$ cat src/rtl/branch_sequencer_if.sv
// Decode-to-sequencer bundle: instruction flags and target in, fetch address and
// sequencer status out.
interface branch_sequencer_if #(
  parameter int AW    = 8,
  parameter int DEPTH = 4
);
  logic                       stall;
  logic                       instr_valid;
  logic                       is_branch;
  logic                       is_ret;
  logic [1:0]                 cond;
  logic [AW-1:0]              target;
  logic [AW-1:0]              pc;
  logic                       fetch_en;
  logic                       flush;
  logic                       fault;
  logic [$clog2(DEPTH+1)-1:0] sp;

  modport master (
    output stall, instr_valid, is_branch, is_ret, cond, target,
    input  pc, fetch_en, flush, fault, sp
  );

  modport slave (
    input  stall, instr_valid, is_branch, is_ret, cond, target,
    output pc, fetch_en, flush, fault, sp
  );
endinterface

$ cat src/rtl/branch_sequencer.sv
// PC sequencer: owns the fetch address, a return-address stack and the one-cycle
// redirect bubble.
//
//   state     | meaning
//   ----------+-----------------------------------------------------------
//   ST_RUN    | fetching; PC advances or redirects on accepted instructions
//   ST_BUBBLE | one cycle after a redirect; the stale fetch is flushed
//   ST_HALT   | stack overflow/underflow seen; frozen until rst
module branch_sequencer #(
  parameter int AW       = 8,
  parameter int DEPTH    = 4,
  parameter int RESET_PC = 0
) (
  input logic              clk,
  input logic              rst,
  branch_sequencer_if.slave bus
);
  localparam int SPW  = $clog2(DEPTH + 1);
  localparam int IDXW = $clog2(DEPTH);

  typedef enum logic [1:0] {
    ST_RUN    = 2'd0,
    ST_BUBBLE = 2'd1,
    ST_HALT   = 2'd2
  } state_t;

  state_t          state_q, state_d;
  logic [AW-1:0]   pc_q, pc_d;
  logic [SPW-1:0]  sp_q, sp_d;
  logic [AW-1:0]   stack_q [DEPTH];
  logic            push_en;
  logic [AW-1:0]   pc_inc;
  logic [IDXW-1:0] pop_idx;
  logic [IDXW-1:0] push_idx;
  logic            sp_empty;
  logic            sp_full;

  assign pc_inc   = pc_q + AW'(1);
  assign pop_idx  = IDXW'(sp_q - SPW'(1));
  assign push_idx = IDXW'(sp_q);
  assign sp_empty = (sp_q == '0);
  assign sp_full  = (sp_q == SPW'(DEPTH));

  always_ff @(posedge clk) begin
    if (rst) begin
      state_q <= ST_RUN;
      pc_q    <= AW'(RESET_PC);
      sp_q    <= '0;
    end else begin
      state_q <= state_d;
      pc_q    <= pc_d;
      sp_q    <= sp_d;
    end
  end

  // Stack contents survive reset; only entries below sp are ever read.
  always_ff @(posedge clk) begin
    if (push_en && !rst) begin
      stack_q[push_idx] <= pc_inc;
    end
  end

  always_comb begin
    state_d = state_q;
    pc_d    = pc_q;
    sp_d    = sp_q;
    push_en = 1'b0;
    unique case (state_q)
      ST_RUN: begin
        if (!bus.stall) begin
          if (!bus.instr_valid) begin
            pc_d = pc_inc;
          end else if (bus.is_ret) begin
            if (sp_empty) begin
              state_d = ST_HALT;
            end else begin
              pc_d    = stack_q[pop_idx];
              sp_d    = sp_q - SPW'(1);
              state_d = ST_BUBBLE;
            end
          end else if (bus.is_branch && bus.cond == 2'b01) begin
            pc_d    = bus.target;
            state_d = ST_BUBBLE;
          end else if (bus.is_branch && bus.cond == 2'b11) begin
            if (sp_full) begin
              state_d = ST_HALT;
            end else begin
              push_en = 1'b1;
              sp_d    = sp_q + SPW'(1);
              pc_d    = bus.target;
              state_d = ST_BUBBLE;
            end
          end else begin
            // Not taken, including the reserved code 2'b10.
            pc_d = pc_inc;
          end
        end
      end
      ST_BUBBLE: state_d = ST_RUN;
      ST_HALT:   state_d = ST_HALT;
      default:   state_d = ST_HALT;
    endcase
  end

  always_comb begin
    bus.fetch_en = (state_q == ST_RUN);
    bus.flush    = (state_q == ST_BUBBLE);
    bus.fault    = (state_q == ST_HALT);
  end

  assign bus.pc = pc_q;
  assign bus.sp = sp_q;
endmodule

$ cat src/flat_wrapper.sv
// flat-port wrapper written by rule: the top's interface ports become plain ports
module branch_sequencer_flat 
#(
  parameter int AW       = 8,
  parameter int DEPTH    = 4,
  parameter int RESET_PC = 0
)
  (clk, rst, bus_stall, bus_instr_valid, bus_is_branch, bus_is_ret, bus_cond, bus_target, bus_pc, bus_fetch_en, bus_flush, bus_fault, bus_sp);
  branch_sequencer_if #(.AW(AW), .DEPTH(DEPTH)) bus_i ();
  input logic clk;
  input logic rst;
  input wire logic [$bits(bus_i.stall)-1:0] bus_stall;
  input wire logic [$bits(bus_i.instr_valid)-1:0] bus_instr_valid;
  input wire logic [$bits(bus_i.is_branch)-1:0] bus_is_branch;
  input wire logic [$bits(bus_i.is_ret)-1:0] bus_is_ret;
  input wire logic [$bits(bus_i.cond)-1:0] bus_cond;
  input wire logic [$bits(bus_i.target)-1:0] bus_target;
  output wire logic [$bits(bus_i.pc)-1:0] bus_pc;
  output wire logic [$bits(bus_i.fetch_en)-1:0] bus_fetch_en;
  output wire logic [$bits(bus_i.flush)-1:0] bus_flush;
  output wire logic [$bits(bus_i.fault)-1:0] bus_fault;
  output wire logic [$bits(bus_i.sp)-1:0] bus_sp;
  assign bus_i.stall = bus_stall;
  assign bus_i.instr_valid = bus_instr_valid;
  assign bus_i.is_branch = bus_is_branch;
  assign bus_i.is_ret = bus_is_ret;
  assign bus_i.cond = bus_cond;
  assign bus_i.target = bus_target;
  assign bus_pc = bus_i.pc;
  assign bus_fetch_en = bus_i.fetch_en;
  assign bus_flush = bus_i.flush;
  assign bus_fault = bus_i.fault;
  assign bus_sp = bus_i.sp;
  branch_sequencer #(.AW(AW), .DEPTH(DEPTH), .RESET_PC(RESET_PC)) u_core (.clk(clk), .rst(rst), .bus(bus_i));
endmodule
$ cat config.mk
export PLATFORM = sky130hd
export DESIGN_NAME = branch_sequencer_flat
export DESIGN_NICKNAME = d
export VERILOG_FILES = /design/src/rtl/branch_sequencer_if.sv /design/src/rtl/branch_sequencer.sv /design/src/flat_wrapper.sv
export SDC_FILE = /design/constraint.sdc
export NUM_CORES = 1
export LEC_CHECK = 0
export ABC_AREA = 1
export ABC_CLOCK_PERIOD_IN_PS = 4300
export CORE_UTILIZATION = 30
export CTS_BUF_LIST = sky130_fd_sc_hd__clkbuf_4 sky130_fd_sc_hd__clkbuf_8 sky130_fd_sc_hd__clkbuf_16
export DETAILED_ROUTE_END_ITERATION = 6
export GPL_ROUTABILITY_DRIVEN = 0
export GPL_TIMING_DRIVEN = 0
export PLACE_DENSITY_LB_ADDON = 0.05
export SETUP_SLACK_MARGIN = 0.5
export SLEW_MARGIN = 10
export SYNTH_ARGS = -nofsm -noshare
export SYNTH_HDL_FRONTEND = slang
export SYNTH_SLANG_ARGS = --single-unit
export TNS_END_PERCENT = 50
$ cat constraint.sdc
create_clock -name clk -period 4.3 [get_ports clk]
set_clock_uncertainty 0.15 [all_clocks]
set_input_delay 1.29 -clock clk [delete_from_list [all_inputs] [get_ports clk]]
set_output_delay 1.29 -clock clk [all_outputs]
set_load 0.005 [all_outputs]
==> flow_metrics.env <==
export IMPL_p_per_area_mw_per_mm2=330
export IMPL_grt_first_pass_wirelength_mm=9.89
export IMPL_path_buf_inv=2
export IMPL_timing_final_crit_share_pct=78.1
export IMPL_worstHoldPathType="reg -> reg"
export IMPL_start_util_pct=30.8
export IMPL_worstSetupEndpointType="flop"
export IMPL_power_share_clock_pct=29.8
export IMPL_slew_limit_headroom_pct=44.1
export IMPL_synth_seq_cells=45
export IMPL_netlist_cell_type_count=23
export IMPL_synthTopCellsByArea="edfxtp_1, dfxtp_1, nand2_1"
export IMPL_path_cells="clkdlybuf4s50_1 -> inv_2 -> nand2_4 -> nor2_1 -> nand4_1 -> nor2_1"
export IMPL_ctsHoldBuffers=0
export IMPL_fmax_ghz=0.298
export IMPL_synth_edff_count=32
export IMPL_async_flop_share_pct=0
export IMPL_cp_slowest_cell="nor2_1"
export IMPL_r2r_setup_slack_ps=1440
export IMPL_drcViolationCount=0
export IMPL_htreeDepth=2
export IMPL_switching_share_pct=29.3
export IMPL_clock_sinks=45
export IMPL_hold_path_depth=2
export IMPL_synthTopCellsByCount="nand2_1, nor2_1, nand3_1"
export IMPL_num_rows=32
export IMPL_die_x_um=90.8
export IMPL_maxCapViolCount=0
export IMPL_die_y_um=90.8
export IMPL_synth_cells=292
export IMPL_netlist_area_mm2=0.00237
export IMPL_rsz0062_at_grt="no"
export IMPL_grt_overflow_total=0
export IMPL_cts_resized_gates=0
export IMPL_synth_nets=314
export IMPL_tightest_slew_ps=835
export IMPL_critPathLaunchType="input pin"
export IMPL_grt_max_degree=17
export IMPL_dp_cells=422
export IMPL_drt_iter0_drc=108
export IMPL_dp_hpwl_mm=4.48
export IMPL_nets=349
export IMPL_seq_area_frac_synth_pct=51.6
export IMPL_wirelength_mm=6.22
export IMPL_syn_area_per_cell_um2=8.11
export IMPL_share_comb_of_total_power_pct=17.7
export IMPL_synth_top_area_cell="edfxtp_1"
export IMPL_p_int_mw=0.670
export IMPL_report_final_slew_viol_count=0
export IMPL_hold_path_startpoint="u_core.bus.sp[1]"
export IMPL_synth_warnings=0
export IMPL_die_area_mm2=0.00825
export IMPL_rr_endpoint="u_core.stack_q[1][4]"
export IMPL_tns_ps=0
export IMPL_fin_cells=430
export IMPL_pin_count=30
export IMPL_hold_viol=0
export IMPL_vdd_drop_max_v=0.000140
export IMPL_n_antenna_cell=0
export IMPL_status="finished clean"
export IMPL_antenna_found_initial=0
export IMPL_required_ps=4090
export IMPL_clockBufferDepth=2
export IMPL_portBuffers=28
export IMPL_slowest_delay_ps=710
export IMPL_yosys_most_used_dff="edfxtp_1"
export IMPL_min_to="u_core.bus.sp[1]"
export IMPL_crit_arrival_ps=3140
export IMPL_setup_violations=0
export IMPL_yosysMostFrequentCell="nand2_1"
export IMPL_syn_to_final_growth_pct=21.2
export IMPL_crit_top_cell="nor2_1"
export IMPL_crit_family="simple AND/OR/NAND/NOR gates"
export IMPL_cts_tree="built"
export IMPL_p_sw_mw=0.278
export IMPL_root_buffer="clkbuf_8"
export IMPL_seqPwrFrac_pct=52.5
export IMPL_clkTransAtPathRegs_ps=90
export IMPL_first_global_vias=1852
export IMPL_coreArea_mm2=0.00769
export IMPL_cts_buffers=5
export IMPL_grt_usage_pct=15.9
export IMPL_fin_crit_ps=3360
export IMPL_vias_per_cell=4.60
export IMPL_path_max_fanout=8
export IMPL_wire_per_inst_um=14.5
export IMPL_firstDrtPassIters=4
export IMPL_postRouteAntennaNets=0
export IMPL_clk_latency_ps=310
export IMPL_worst_r2r_cell_count=7
export IMPL_synth_top_area_share_pct=40.6
export IMPL_r2r_start="u_core.bus.sp[0]"
export IMPL_vias=1980
export IMPL_path_class="in -> reg"
export IMPL_drive_gt1_share_pct=7.01
export IMPL_cellLeakagePower_nw=1.17
export IMPL_post_cts_buffers=0
how the worst max path moves through the flow:
| stage | to | depth (start not counted) | startpoint |
|---|---|---|---|
| after floorplan | u_core.stack_q[1][0] | 5 | bus_instr_valid |
| after global placement | u_core.stack_q[0][7] | 6 | bus_is_ret |
| after detailed placement | u_core.stack_q[1][5] | 6 | bus_is_ret |
| after CTS | u_core.stack_q[1][1] | 6 | bus_is_ret |
| after global routing | u_core.stack_q[1][1] | 6 | bus_is_ret |
| final | u_core.stack_q[1][4] | 6 | bus_is_ret |
registers in the layout, summed over array words and instances, names as in the netlist:
| signal | flops |
|---|---|
| u_core.stack_q | 32 |
| u_core.state_q | 2 |
| u_core.bus.pc | 8 |
| u_core.bus.sp | 3 |
worst reg2reg max path, cell delays in order, from the launching register on:
cell and delay [ps]:
dfxtp_1 390, buf_2 240, inv_2 130, buf_2 230, ha_1 270, nand2_1 150
nand4_1 220, nor2_1 710
routing by layer:
| metal | vias to the layer above | part of all wire (%) | global-route usage, % |
|---|---|---|---|
| met5 | - | 0 | 0 |
| met3 | 5 | 3.1 | 2.78 |
| met1 | 901 | 51 | 22.4 |
| met4 | 0 | 1.1 | 4.37 |
| li1 | 1031 | - | - |
| met2 | 43 | 45 | 25.3 |
through the flow:
| stage | worst slack, ps | hold slack (ps) | power (mW) | area [um^2] | util, % |
|---|---|---|---|---|---|
| 2_1_floorplan | 1680 | 364 | 0.601 | 2370 | - |
| 3_3_place_gp | 531 | 393 | 0.677 | 2780 | 36.1 |
| 3_5_place_dp | 500 | 392 | 0.677 | 2780 | 36.1 |
| 4_1_cts | 835 | 405 | 0.957 | 2870 | 37.3 |
| 5_1_grt | 779 | 440 | 1.00 | 2870 | 37.3 |
| 6_report | 943 | 402 | 0.948 | 2870 | 37.3 |
cell type report:
type	instances	area [um^2]
fill	798	4820
clock buffer	5	68.8
timing repair buffer	28	280
clock inverter	3	25.0
buffer	7	46.3
inverter	34	128
multi-input combinational	206	972
tap	102	128
sequential	45	1220
cell families (layout without fill, tap and decap cells):
kind of cell | after synthesis | count (layout) | share of synthesized area, %
compound gates | 30 | 30 | 6.50
simple gates | 167 | 167 | 30.3
xor+xnor | 3 | 3 | 1.11
flops | 45 | 45 | 51.6
fa+ha+maj | 6 | 6 | 3.17
buf+inv | 41 | 77 | 7.35
cell usage in the layout (no fill, tap or decap):
cell type	count
nand2_1	65
nor2_1	47
nand3_1	44
edfxtp_1	32
inv_1	31
clkdlybuf4s50_1	28
o21ai_0	19
dfxtp_1	13
a21oi_1	9
ha_1	6
clkbuf_8	5
buf_2	4
nand4_1	4
nor2_2	3
inv_2	3
xnor2_1	2
buf_6	2
nor3_1	1
nand2_4	1
clkbuf_1	1
nand2_2	1
nand3_2	1
xor2_1	1
o22ai_1	1
o31ai_1	1
inv_6	1
clkinv_4	1
clkinvlp_4	1
power groups by stage:
stage          Clock (mW)  Sequential [mW]  Combinational, mW
2_1_floorplan           0            0.504             0.0967
3_3_place_gp            0            0.508              0.169
3_5_place_dp            0            0.507              0.170
4_1_cts             0.289            0.498              0.171
5_1_grt             0.311            0.500              0.189
6_report            0.283            0.497              0.168
Power figures use the tool's default switching activity.
